### src/rtl/instruction_fetch_controller_if.sv
// ============================================================================
// Module      : instruction_fetch_controller_if
// Description : Memory, redirect and decode-side signals of the fetch stage.
// Revision    : 1.0 - initial release
// ============================================================================
`timescale 1ns/1ps
`default_nettype none

interface instruction_fetch_controller_if;
  logic        fetchEnable;
  logic [31:0] instructionAddress;
  logic [31:0] instruction;
  logic        redirectValid;
  logic [31:0] redirectTarget;
  logic        fetchValid;
  logic [31:0] fetchInstr;
  logic [31:0] fetchPc;
  logic        fetchReady;
  logic        halted;
  logic        fault;
  logic [31:0] faultPc;

  modport master (
    input  fetchEnable, instruction, redirectValid, redirectTarget, fetchReady,
    output instructionAddress, fetchValid, fetchInstr, fetchPc, halted, fault, faultPc
  );

  modport slave (
    output fetchEnable, instruction, redirectValid, redirectTarget, fetchReady,
    input  instructionAddress, fetchValid, fetchInstr, fetchPc, halted, fault, faultPc
  );
endinterface

`default_nettype wire

### src/rtl/instruction_fetch_controller.sv
// ============================================================================
// Module      : instruction_fetch_controller
// Description : PC sequencer with a 2-entry fetch queue, redirects, halt/fault.
// Revision    : 1.0 - initial release
// ============================================================================
`timescale 1ns/1ps
`default_nettype none

module instruction_fetch_controller #(
  parameter logic [31:0] RESET_PC  = 32'h0000_0000,
  parameter int unsigned MEM_BYTES = 65536
) (
  input  wire logic                      clk,
  input  wire logic                      rst_n,
  instruction_fetch_controller_if.master bus
);

  localparam logic [32:0] c_LAST_WORD = 33'(MEM_BYTES - 4);

  typedef enum logic [1:0] {
    S_IDLE   = 2'd0,
    S_FETCH  = 2'd1,
    S_HALTED = 2'd2,
    S_FAULT  = 2'd3
  } state_t;

  state_t      r_state;
  state_t      w_next_state;
  logic [31:0] r_pc;
  logic        r_ovf;
  logic [1:0]  r_count;
  logic [31:0] r_head_pc;
  logic [31:0] r_head_instr;
  logic [31:0] r_tail_pc;
  logic [31:0] r_tail_instr;
  logic        r_halted;
  logic        r_fault;
  logic [31:0] r_fault_pc;

  logic        w_redir;
  logic        w_redir_legal;
  logic [32:0] w_pc_plus4;
  logic        w_pop;
  logic        w_slot;
  logic        w_fetch;
  logic        w_zero;
  logic        w_push;
  logic        w_ovf;
  logic        w_enter_fault;

  // PC+4 is evaluated one bit wider so the range check sees the true sum.
  assign w_pc_plus4    = {1'b0, r_pc} + 33'd4;
  assign w_redir       = bus.redirectValid && (r_state != S_FAULT);
  assign w_redir_legal = (bus.redirectTarget[1:0] == 2'b00) &&
                         ({1'b0, bus.redirectTarget} <= c_LAST_WORD);
  assign w_pop         = (r_count != 2'd0) && bus.fetchReady && !w_redir;
  assign w_slot        = (r_count != 2'd2) || w_pop;
  assign w_fetch       = (r_state == S_FETCH) && bus.fetchEnable && !w_redir && !r_ovf && w_slot;
  assign w_zero        = w_fetch && (bus.instruction == 32'h0);
  assign w_push        = w_fetch && !w_zero;
  assign w_ovf         = w_push && (w_pc_plus4 > c_LAST_WORD);

  always_comb begin
    w_next_state  = r_state;
    w_enter_fault = 1'b0;
    if (w_redir) begin
      if (!w_redir_legal) begin
        w_next_state  = S_FAULT;
        w_enter_fault = 1'b1;
      end else begin
        w_next_state = bus.fetchEnable ? S_FETCH : S_IDLE;
      end
    end else if (r_ovf) begin
      // The last legal word had one cycle to leave the queue before this.
      w_next_state  = S_FAULT;
      w_enter_fault = 1'b1;
    end else begin
      case (r_state)
        S_IDLE:  if (bus.fetchEnable) w_next_state = S_FETCH;
        S_FETCH: begin
          if (w_zero)                 w_next_state = S_HALTED;
          else if (!bus.fetchEnable)  w_next_state = S_IDLE;
        end
        default: w_next_state = r_state;
      endcase
    end
  end

  always_ff @(posedge clk or negedge rst_n) begin
    if (!rst_n) begin
      r_state      <= S_IDLE;
      r_pc         <= RESET_PC;
      r_ovf        <= 1'b0;
      r_count      <= 2'd0;
      r_head_pc    <= 32'h0;
      r_head_instr <= 32'h0;
      r_tail_pc    <= 32'h0;
      r_tail_instr <= 32'h0;
      r_halted     <= 1'b0;
      r_fault      <= 1'b0;
      r_fault_pc   <= 32'h0;
    end else begin
      r_state <= w_next_state;
      r_ovf   <= w_ovf;

      if (w_redir && w_redir_legal) begin
        r_pc <= bus.redirectTarget;
      end else if (w_push) begin
        r_pc <= w_pc_plus4[31:0];
      end

      if (w_redir) begin
        r_halted <= 1'b0;
      end else if (w_zero) begin
        r_halted <= 1'b1;
      end

      if (w_enter_fault) begin
        r_fault    <= 1'b1;
        r_fault_pc <= w_redir ? bus.redirectTarget : r_pc;
      end

      // Flushing only clears occupancy so the head outputs keep their last values.
      if (w_redir || w_enter_fault) begin
        r_count <= 2'd0;
      end else begin
        case ({w_push, w_pop})
          2'b10: begin
            if (r_count == 2'd0) begin
              r_head_pc    <= r_pc;
              r_head_instr <= bus.instruction;
            end else begin
              r_tail_pc    <= r_pc;
              r_tail_instr <= bus.instruction;
            end
            r_count <= r_count + 2'd1;
          end
          2'b01: begin
            if (r_count == 2'd2) begin
              r_head_pc    <= r_tail_pc;
              r_head_instr <= r_tail_instr;
            end
            r_count <= r_count - 2'd1;
          end
          2'b11: begin
            if (r_count == 2'd1) begin
              r_head_pc    <= r_pc;
              r_head_instr <= bus.instruction;
            end else begin
              r_head_pc    <= r_tail_pc;
              r_head_instr <= r_tail_instr;
              r_tail_pc    <= r_pc;
              r_tail_instr <= bus.instruction;
            end
          end
          default: begin
          end
        endcase
      end
    end
  end

  assign bus.instructionAddress = r_pc;
  assign bus.fetchValid         = (r_count != 2'd0);
  assign bus.fetchInstr         = r_head_instr;
  assign bus.fetchPc            = r_head_pc;
  assign bus.halted             = r_halted;
  assign bus.fault              = r_fault;
  assign bus.faultPc            = r_fault_pc;

endmodule

`default_nettype wire

### src/flat_wrapper.sv
// flat-port wrapper written by rule: the top's interface ports become plain ports
module instruction_fetch_controller_flat 
#(
  parameter logic [31:0] RESET_PC  = 32'h0000_0000,
  parameter int unsigned MEM_BYTES = 65536
)
  (clk, rst_n, bus_fetchEnable, bus_instruction, bus_redirectValid, bus_redirectTarget, bus_fetchReady, bus_instructionAddress, bus_fetchValid, bus_fetchInstr, bus_fetchPc, bus_halted, bus_fault, bus_faultPc);
  instruction_fetch_controller_if bus_i ();
  input  wire logic clk;
  input  wire logic rst_n;
  input wire logic [$bits(bus_i.fetchEnable)-1:0] bus_fetchEnable;
  input wire logic [$bits(bus_i.instruction)-1:0] bus_instruction;
  input wire logic [$bits(bus_i.redirectValid)-1:0] bus_redirectValid;
  input wire logic [$bits(bus_i.redirectTarget)-1:0] bus_redirectTarget;
  input wire logic [$bits(bus_i.fetchReady)-1:0] bus_fetchReady;
  output wire logic [$bits(bus_i.instructionAddress)-1:0] bus_instructionAddress;
  output wire logic [$bits(bus_i.fetchValid)-1:0] bus_fetchValid;
  output wire logic [$bits(bus_i.fetchInstr)-1:0] bus_fetchInstr;
  output wire logic [$bits(bus_i.fetchPc)-1:0] bus_fetchPc;
  output wire logic [$bits(bus_i.halted)-1:0] bus_halted;
  output wire logic [$bits(bus_i.fault)-1:0] bus_fault;
  output wire logic [$bits(bus_i.faultPc)-1:0] bus_faultPc;
  assign bus_i.fetchEnable = bus_fetchEnable;
  assign bus_i.instruction = bus_instruction;
  assign bus_i.redirectValid = bus_redirectValid;
  assign bus_i.redirectTarget = bus_redirectTarget;
  assign bus_i.fetchReady = bus_fetchReady;
  assign bus_instructionAddress = bus_i.instructionAddress;
  assign bus_fetchValid = bus_i.fetchValid;
  assign bus_fetchInstr = bus_i.fetchInstr;
  assign bus_fetchPc = bus_i.fetchPc;
  assign bus_halted = bus_i.halted;
  assign bus_fault = bus_i.fault;
  assign bus_faultPc = bus_i.faultPc;
  instruction_fetch_controller #(.RESET_PC(RESET_PC), .MEM_BYTES(MEM_BYTES)) u_core (.clk(clk), .rst_n(rst_n), .bus(bus_i));
endmodule
### config.mk
export PLATFORM = sky130hd
export DESIGN_NAME = instruction_fetch_controller_flat
export DESIGN_NICKNAME = d
export VERILOG_FILES = /design/src/rtl/instruction_fetch_controller_if.sv /design/src/rtl/instruction_fetch_controller.sv /design/src/flat_wrapper.sv
export SDC_FILE = /design/constraint.sdc
export NUM_CORES = 1
export LEC_CHECK = 0
export ABC_AREA = 1
export CORE_ASPECT_RATIO = 2
export CORE_MARGIN = 2
export CORE_UTILIZATION = 40
export CTS_BUF_LIST = sky130_fd_sc_hd__clkbuf_2 sky130_fd_sc_hd__clkbuf_4 sky130_fd_sc_hd__clkbuf_8
export DETAILED_ROUTE_END_ITERATION = 12
export SYNTH_ARGS = -nofsm -noshare
export SYNTH_HDL_FRONTEND = slang
export SYNTH_SLANG_ARGS = --single-unit
### constraint.sdc
create_clock -name clk -period 4.2 [get_ports clk]
set_clock_uncertainty 0.05 [all_clocks]
set_input_delay 1.05 -clock clk [delete_from_list [all_inputs] [get_ports clk]]
set_output_delay 1.05 -clock clk [all_outputs]
set_load 0.01 [all_outputs]
# Word-level counts from Yosys, hierarchy flattened
# Index checks and enable logic that the tools add are counted.
# op_classes
n_mul,0
div,0
eq_ne,14
n_addsub,3
bitwise,1
shift,0
n_mux,32
reduce_logical,31
order_cmp,2
# op_table
cell,n
2-to-1 mux 32 bit,13
one-hot mux 32 bit (3 select lines),2
one-hot mux 32 bit (2 select lines),2
adder 32 x 3 -> 33 bit (second input constant),1
greater-than comparator 33 x 16 -> 1 bit (second input constant),1
<= comparator 32 x 16 -> 1 bit (second input constant),1
zero test 32 bit,1
2-to-1 mux 2 bit,7
logical AND 1 bit,12
inequality test 2 bit (second input constant),4
one-hot mux 2 bit (2 select lines),2
AND reduction 4 bit,2
nonzero test 2 bit,4
equality test 2 x 1 -> 1 bit (second input constant),3
equality test 2 bit (second input constant),3
zero test 2 bit,3
2-to-1 mux 1 bit,6
nonzero test 3 bit,2
inequality test 5 x 2 -> 1 bit (second input constant),1
inequality test 2 x 1 -> 1 bit (second input constant),2
inequality test 4 x 2 -> 1 bit (second input constant),1
nonzero test 4 bit,1
zero test 1 bit,3
AND reduction 3 bit,1
4 further kinds,5
# totals
n_memories,0
elab_cells,94
romBits,0
output_inout_bits,131
mem_bits_rw,0
latch_bits,0
reg_bits,199

# Depth between registers and ports, before layout
# Gate-level depths: netlist of run 1.
# logic_depth
depth_word,12
ltp_mapped,18
ltp_nobuf,16

# Worst setup path after synthesis of run 1
# OpenSTA, ideal clock, no wires.
# synth_timing
kind,input to register
start,input bus_redirectValid
end,register u_core.r_tail_instr[0]
path_buffers,4
cell_stages,15
slack_ps,606
arrival_time_ps,3414
cell_sequence,and2_1 -> buf_6 -> nor2_8 -> nand3_1 -> nor2_1 -> nand2_1 -> nor2_1 -> buf_2 -> ha_1 -> inv_1 -> or2_2 -> a221oi_2 -> buf_2 -> clkbuf_1 -> o21ai_0
# synth_via
elab_chain_len,11
word_cells_on_any_way,20
classes_between,eq/ne (4); mux (2); bitwise (1); reduce/logical (13)
# synth_lines
element,line_no,rtl
"start, declared",flat_wrapper.sv:13,input wire logic [$bits(bus_i.redirectValid)-1:0] bus_redirectValid;
logical AND 1 bit *,instruction_fetch_controller.sv:53,assign w_redir = bus.redirectValid && (r_state != S_FAULT);
zero test 1 bit,"instruction_fetch_controller.sv:56, instruction_fetch_controller.sv:58",
"logical AND 1 bit, on equally long branches","instruction_fetch_controller.sv:58, instruction_fetch_controller.sv:56",
logical AND 1 bit / logical OR 1 bit (equally long branches),"instruction_fetch_controller.sv:58, instruction_fetch_controller.sv:57",
logical AND 1 bit,instruction_fetch_controller.sv:58,assign w_fetch = (r_state == S_FETCH) && bus.fetchEnable && !w_redir && !r_ovf && w_slot;
logical AND 1 bit,instruction_fetch_controller.sv:59,assign w_zero = w_fetch && (bus.instruction == 32'h0);
zero test 1 bit,instruction_fetch_controller.sv:60,assign w_push = w_fetch && !w_zero;
logical AND 1 bit,instruction_fetch_controller.sv:60,
equality test 2 bit,instruction_fetch_controller.sv:127,"case ({w_push, w_pop})"
inequality test 2 bit (no line) / nonzero test 2 bit (equally long branches),--,
AND reduction 4 bit (no line),--,
"end signal, assigned",instruction_fetch_controller.sv:134,r_tail_instr <= bus.instruction;
"end signal, assigned",instruction_fetch_controller.sv:153,r_tail_instr <= bus.instruction;
"end, declared",instruction_fetch_controller.sv:35,logic [31:0] r_tail_instr;
# Every way passes the cells marked *; elsewhere a longest branch is shown, timed or not.
# A chain may end at the register's enable or synchronous reset.

# Worst setup path after layout of run 1
# layout_timing
start,input bus_instruction[4]
end,register u_core.r_tail_pc[27]
# layout_via
elab_chain_len,7
word_cells_on_any_way,11
classes_between,eq/ne (4); mux (1); reduce/logical (6)
# layout_lines
element,line_no,rtl
"start, declared",flat_wrapper.sv:12,input wire logic [$bits(bus_i.instruction)-1:0] bus_instruction;
zero test 32 bit *,instruction_fetch_controller.sv:59,
logical AND 1 bit *,instruction_fetch_controller.sv:59,
zero test 1 bit *,instruction_fetch_controller.sv:60,
logical AND 1 bit *,instruction_fetch_controller.sv:60,
equality test 2 bit,instruction_fetch_controller.sv:127,
inequality test 2 bit (no line) / nonzero test 2 bit (equally long branches),--,
AND reduction 4 bit (no line),--,
"end signal, assigned",instruction_fetch_controller.sv:133,r_tail_pc <= r_pc;
"end signal, assigned",instruction_fetch_controller.sv:152,r_tail_pc <= r_pc;
"end, declared",instruction_fetch_controller.sv:34,logic [31:0] r_tail_pc;
# Marked as above.

==> metrics, run 1 <==
CTS Hold Buffers Added=0; Synth area leader=dfrtp_1; Post CTS Setup Buffer Count=0; clk sink count=199; htree depth=4; RSZ-0062 raised after global routing=no; Worst Path Max Fanout=80; Synth Flop Type=dfrtp_1; sequential share of power=around two fifths; Net Count, Synth=about 1200; Slew @ Worst Pin=0.653 ns; vias in the first global route=~8500; Post-Syn Area per Cell=8.78 µm²; Slew headroom=between 50% and 60%; async set or reset register ratio after synthesis=100%; die width=~120 µm; Synth Warn #=0; CP bufs+invs=2; dpl cells=roughly 1700; layout cell share with drive strength beyond 1=a little over a tenth; Max Transition Viols Final=0; P_leak=roughly 5.8 nW; Crit Path Class=primary input to flop; clk slew on worst S/H paths=~0.09 ns; final setup fails=0; Syn Inst Count=1152; ANT nets after route=0; CP dominant cell by count=nor2_1; largest net degree at the start of global routing=between 80 and 90; CP max-delay cell=nor4_1; post-cts sizing count=0; HPWL Detailed=22.4 mm; Via density=slightly above 5; crit path time final=3.73 ns; CP peak stage delay=around 0.63 ns; required time of the critical path=around 4.5 ns; Final Wtd Congestion=slightly below 0.9; Root Driver=clkbuf_8; CTS tree=done; switch share=a little under two fifths; post-layout util=between 50% and 60%; std cell rows=82; PD cells=690 nW/µm²; global-route wire length before repair=~48 mm; worst hold-check path type=flop to flop; # DRC=0; CP Launch Type=primary input; CP arrival=roughly 4.1 ns; Syn-to-layout area delta=27.8%; part of the power in combinational logic=47.8%; nets=about 1400; P_sw=around 3.3 mW; Max-cap violations=0; Synth area leaders=dfrtp_1, nand2_1, mux2_4; VDD IR max=0.332 mV; total congestion overflow=0; initial antenna violation count=1; count of cell types in the netlist=around 40; gr usage total=a little under a quarter; Die Y=roughly 230 µm; final cell count without fillers=1686; Skew-Pair Late Insertion Delay=0.50 ns; register area share after synthesis=49.2%; critical-path cell list=clkdlybuf4s50_1 > nor4_1 > nand3_1 > nor2_1 > nor2_1 > ha_1 > or2_2 > a221oi_4 > buf_12 > o21ai_0; Max Freq=268 MHz; final hold violations=0; Clock power frac=13.9%; Tcrit/Tclk final=roughly 90%; wire length per cell=roughly 18 µm; drt pass-1 iters=6; PortBufs=~200; die footprint=roughly 27000 µm²; Post-Layout Inst Area=12900 µm²; Fill cells=around 2400; maximum clock path buffer count=2; Worst path top cell family by delay=simple AND/OR/NAND/NOR gates; top-area cell type share of the netlist area=between 40 and 50%; Critical Path Sink Type=flop; Mapped Area=10100 µm²; Internal Pwr Total=5.57 mW; DP Area=12500 µm²; # IOs=200; routed wire length=slightly above 30 mm; initial DRC count=519; core area=approximately 25000 µm²; via count=between 8000 and 9000; Post-synth EDFFs=0; #FFs+latches synth=between 150 and 200; Total Power=8.92 mW; status=finished, final reports clean; Starting Density=40.6%; Num CTS Buffers=17
layer usage:
metal,routed length (µm),global-route usage [%],vias to the layer above
met3,1160,4.08,49
li1,-,-,4134
met4,1040,9.41,0
met1,11700,26.8,4146
met5,0,0,-
met2,16900,43.0,243
final timing paths:
| path | from | to | slack [ns] | depth (start not counted) |
|---|---|---|---|---|
| max in group asynchronous | rst_n | u_core.bus.fetchPc[22] | 2.80 | 2 |
| worst min-delay path | u_core.bus.fault | u_core.bus.fault | 0.44 | 1 |
| worst min register to register | u_core.bus.fault | u_core.bus.fault | 0.44 | 1 |
| min in group asynchronous | rst_n | u_core.bus.fetchPc[4] | 0.48 | 1 |
| worst max register to register | u_core.r_count[0] | u_core.r_tail_pc[27] | 1.06 | 15 |
| worst max-delay path | bus_instruction[4] | u_core.r_tail_pc[27] | 0.47 | 10 |
kinds of logic after synthesis:
family	share of synthesized area, %
compound gates	12.3
xor+xnor	0.519
fa+ha+maj	1.11
buf+inv	9.23
flops	49.2
mux	9.35
simple gates	18.2
synth_stat cells, types with 6 or more instances:
library cell / number
nand4_1: 12
buf_6: 13
a21oi_1: 6
ha_1: 9
inv_1: 155
o22ai_1: 72
mux2_4: 60
o21ai_0: 96
nand2_1: 266
nor2_1: 106
buf_2: 14
nand3_1: 33
a31oi_1: 32
clkbuf_1: 23
dfrtp_1: 199
nor3_1: 6
metrics by stage:
| step | hold WS, ns | setup TNS [ns] | setup slack, ns |
|---|---|---|---|
| 2_1_floorplan | 0.440 | 0 | 0.606 |
| 3_3_place_gp | 0.409 | -2.85 | -0.0540 |
| 3_5_place_dp | 0.418 | -11.27 | -0.132 |
| 4_1_cts | 0.438 | 0 | 0.429 |
| 5_1_grt | 0.480 | 0 | 0.267 |
| 6_report | 0.436 | 0 | 0.467 |
state kept, by name (all words and copies together), names as in the netlist:
register / count
u_core.r_count: 2
u_core.bus.halted: 1
u_core.bus.instructionAddress: 32
u_core.r_tail_pc: 32
u_core.bus.fault: 1
u_core.bus.faultPc: 32
u_core.r_state: 2
u_core.r_ovf: 1
u_core.bus.fetchPc: 32
u_core.r_tail_instr: 32
u_core.bus.fetchInstr: 32
power groups by stage:
stage                     Combinational [mW]  Sequential (mW)  Clock, mW
final                                   4.27             3.42       1.24
after global routing                    4.67             3.54       1.36
after detailed placement                4.30             3.46          0
after CTS                               4.31             3.43       1.29
after floorplan                         2.22             3.54          0
after global placement                  4.23             3.46          0
final cells by class:
cell class | instances | area, µm² | share of cell area [%]
diodes | 1 | 2.50 | 0.0194
clock buffers | 28 | 348 | 2.69
clock inverters | 2 | 37.5 | 0.290
inverters | 159 | 597 | 4.62
multi-input cells | 738 | 4220 | 32.6
flip-flops and latches | 199 | 4980 | 38.5
well taps | 336 | 420 | 3.25
repair buffers | 223 | 2330 | 18.0
layout by cell type (no fill, tap or decap), types with 2 or more instances in the layout:
cell,n
clkbuf_8,23
xor2_1,5
ha_1,9
nor4_1,4
buf_12,12
and2_1,3
mux2_2,4
nand2_1,264
nand4_1,12
inv_2,4
a31oi_1,32
clkbuf_4,6
nor2_4,3
buf_4,12
clkdlybuf4s50_1,198
o22ai_1,72
or2_2,4
nand3_1,33
nor2_1,106
o21ai_0,96
mux2_4,60
nand2_2,3
nor3_1,6
dfrtp_1,199
nor3_2,2
a21oi_1,6
inv_1,155
No activity file was read; power rests on OpenSTA's default activity.
==> run 2, diff against run 1 <==
SLEW_MARGIN = 10   (was default)
==> results of run 2 <==
Same layout as run 1: the final DEF is identical, and so are final timing and power.
==> run 3, diff against run 2 <==
--- a/constraint.sdc
+++ b/constraint.sdc
@@ -4,2 +4,2 @@
 set_output_delay 1.05 -clock clk [all_outputs]
-set_load 0.01 [all_outputs]
+set_load 0.1 [all_outputs]
==> metrics, run 3 (synthesis gave the netlist of run 1 again) <==
dpl cells=1656 (+0.060%); Syn-to-layout area delta=28.7%; maximum clock path buffer count=2 (unchanged); PortBufs=199 (unchanged); Post-Layout Inst Area=13000 µm² (+0.71%); most common cell after layout, fill and taps aside=nand2_1; CTS Hold Buffers Added=0 (unchanged); RSZ-0062 raised after global routing=no; final hold violations=0 (unchanged); Die Y=229 µm (unchanged); via count=8505 (-0.78%); FF-to-FF Start=u_core.r_count[0]; Tcrit/Tclk final=87.7% (-1.2 points); Crit Path Class=primary input to flop; Via density=5.04 (-0.90%); final cell count without fillers=1688 (+0.12%); Starting Density=40.6% (unchanged); htree depth=4 (unchanged); # DRC=0 (unchanged); CP arrival=3.99 ns (-0.06 ns); DP Area=12500 µm² (about the same); die width=116 µm (unchanged); Max Freq=272 MHz (+1.4%); Num CTS Buffers=17 (unchanged); total congestion overflow=0 (unchanged); largest net degree at the start of global routing=87 (+7.4%); clk slew on worst S/H paths=0.09 ns (about the same); post-cts sizing count=0 (unchanged); # IOs=200 (unchanged); ANT nets after route=0 (unchanged); CP peak stage delay=0.58 ns (-0.05 ns); status=finished, final reports clean; required time of the critical path=4.51 ns (about the same); nets=1417 (+0.071%); final setup fails=0 (unchanged); crit path time final=3.68 ns (-0.0522 ns); Slew headroom=26.4% (-30 points); initial DRC count=554 (+6.7%); routed wire length=30.7 mm (-0.24%); core area=24900 µm² (unchanged); drt pass-1 iters=5 (-1); CTS tree=done; Max Transition Viols Final=0 (unchanged); Hold Path End=u_core.bus.fault; Worst Hold Depth=1 (unchanged); Final Wtd Congestion=0.894 (about the same); Worst Reg-to-Reg Cells=15 (unchanged); initial antenna violation count=1 (unchanged); Slew @ Worst Pin=1.10 ns (+0.447 ns); most frequent cells in the layout=nand2_1, dfrtp_1, clkdlybuf4s50_1; post-layout util=52.2% (+0.37 points); Critical Path Sink Type=flop; r2r setup slk=1.04 ns (-0.02 ns); std cell rows=82 (unchanged); die footprint=26700 µm² (unchanged); Root Driver=clkbuf_8; Post CTS Setup Buffer Count=0 (unchanged); worst hold-check path type=flop to flop; CP max-delay cell=nor4_1; clk sink count=199 (unchanged); Max-cap violations=0 (unchanged); global-route wire length before repair=47.9 mm (+0.38%); hold_sp=u_core.bus.fault; Skew-Pair Late Insertion Delay=0.50 ns (about the same); CP Launch Type=primary input; Worst Path Max Fanout=80 (unchanged); CP dominant cell by count=nor2_1; critical-path cell list=clkdlybuf4s50_1 > nor4_1 > nand3_1 > nor2_1 > nor2_1 > ha_1 > or2_2 > a221oi_4 > buf_12 > o21ai_0; vias in the first global route=8567 (+0.68%); layout cell share with drive strength beyond 1=10.8% (+0.35 points); wire length per cell=18.2 µm (-0.36%); gr usage total=23.9% (+0.16 points); HPWL Detailed=22.3 mm (-0.30%); RR Endpoint=u_core.r_tail_pc[23]
## run 3: critical path: cells and delay by family
| family | cells | cell delay [ns] |
|---|---|---|
| adder cells (fa/ha/maj) | 1 | 0.20 |
| buffers and inverters | 2 | 0.78 |
| AND/OR/NAND/NOR | 5 | 1.41 |
| AO/OA/AOI/OAI | 2 | 0.50 |
## run 3: worst max-delay path by stage
stage                        from                     end
2_1_floorplan   u_core.r_count[0]  u_core.r_tail_instr[0]
3_3_place_gp   bus_instruction[4]   u_core.bus.fetchPc[1]
3_5_place_dp   bus_instruction[4]    u_core.r_tail_pc[23]
4_1_cts        bus_instruction[4]    u_core.r_tail_pc[23]
5_1_grt        bus_instruction[1]    u_core.r_tail_pc[23]
6_report       bus_instruction[4]    u_core.r_tail_pc[23]
## run 3: stage by stage
step	setup slack [ns]	setup TNS [ns]	hold slack (ns)
after global routing	0.236	0	0.472
after detailed placement	-0.116	-7.52	0.425
final	0.519	0	0.439
after global placement	-0.0712	-3.89	0.407
after CTS	0.440	0	0.446
after floorplan	0.495	0	0.440
## run 3: cell type report
type                            instances  area [µm²]
Fill cell                            2417       11900
Sequential cell                       199        4980
Multi-Input combinational cell        738        4220
Timing Repair Buffer                  224        2310
Inverter                              159         597
Tap cell                              336         420
Clock buffer                           21         264
Clock inverter                         10         225
Antenna cell                            1        2.50
## run 3: layer usage
layer  share of wire [%]  vias to the layer above  wire length (µm)  track usage [%]
met5                   0                        -                 0                0
met4                 3.4                        0              1030             9.52
met3                 4.0                       49              1240             4.32
met2                  54                      225             16700             42.8
met1                  38                     4095             11700             27.4
li1                    -                     4136                 -                -
Power of run 3 is not shown: default switching activity piles up to over one toggle a cycle in this logic, so the estimate is an artifact.
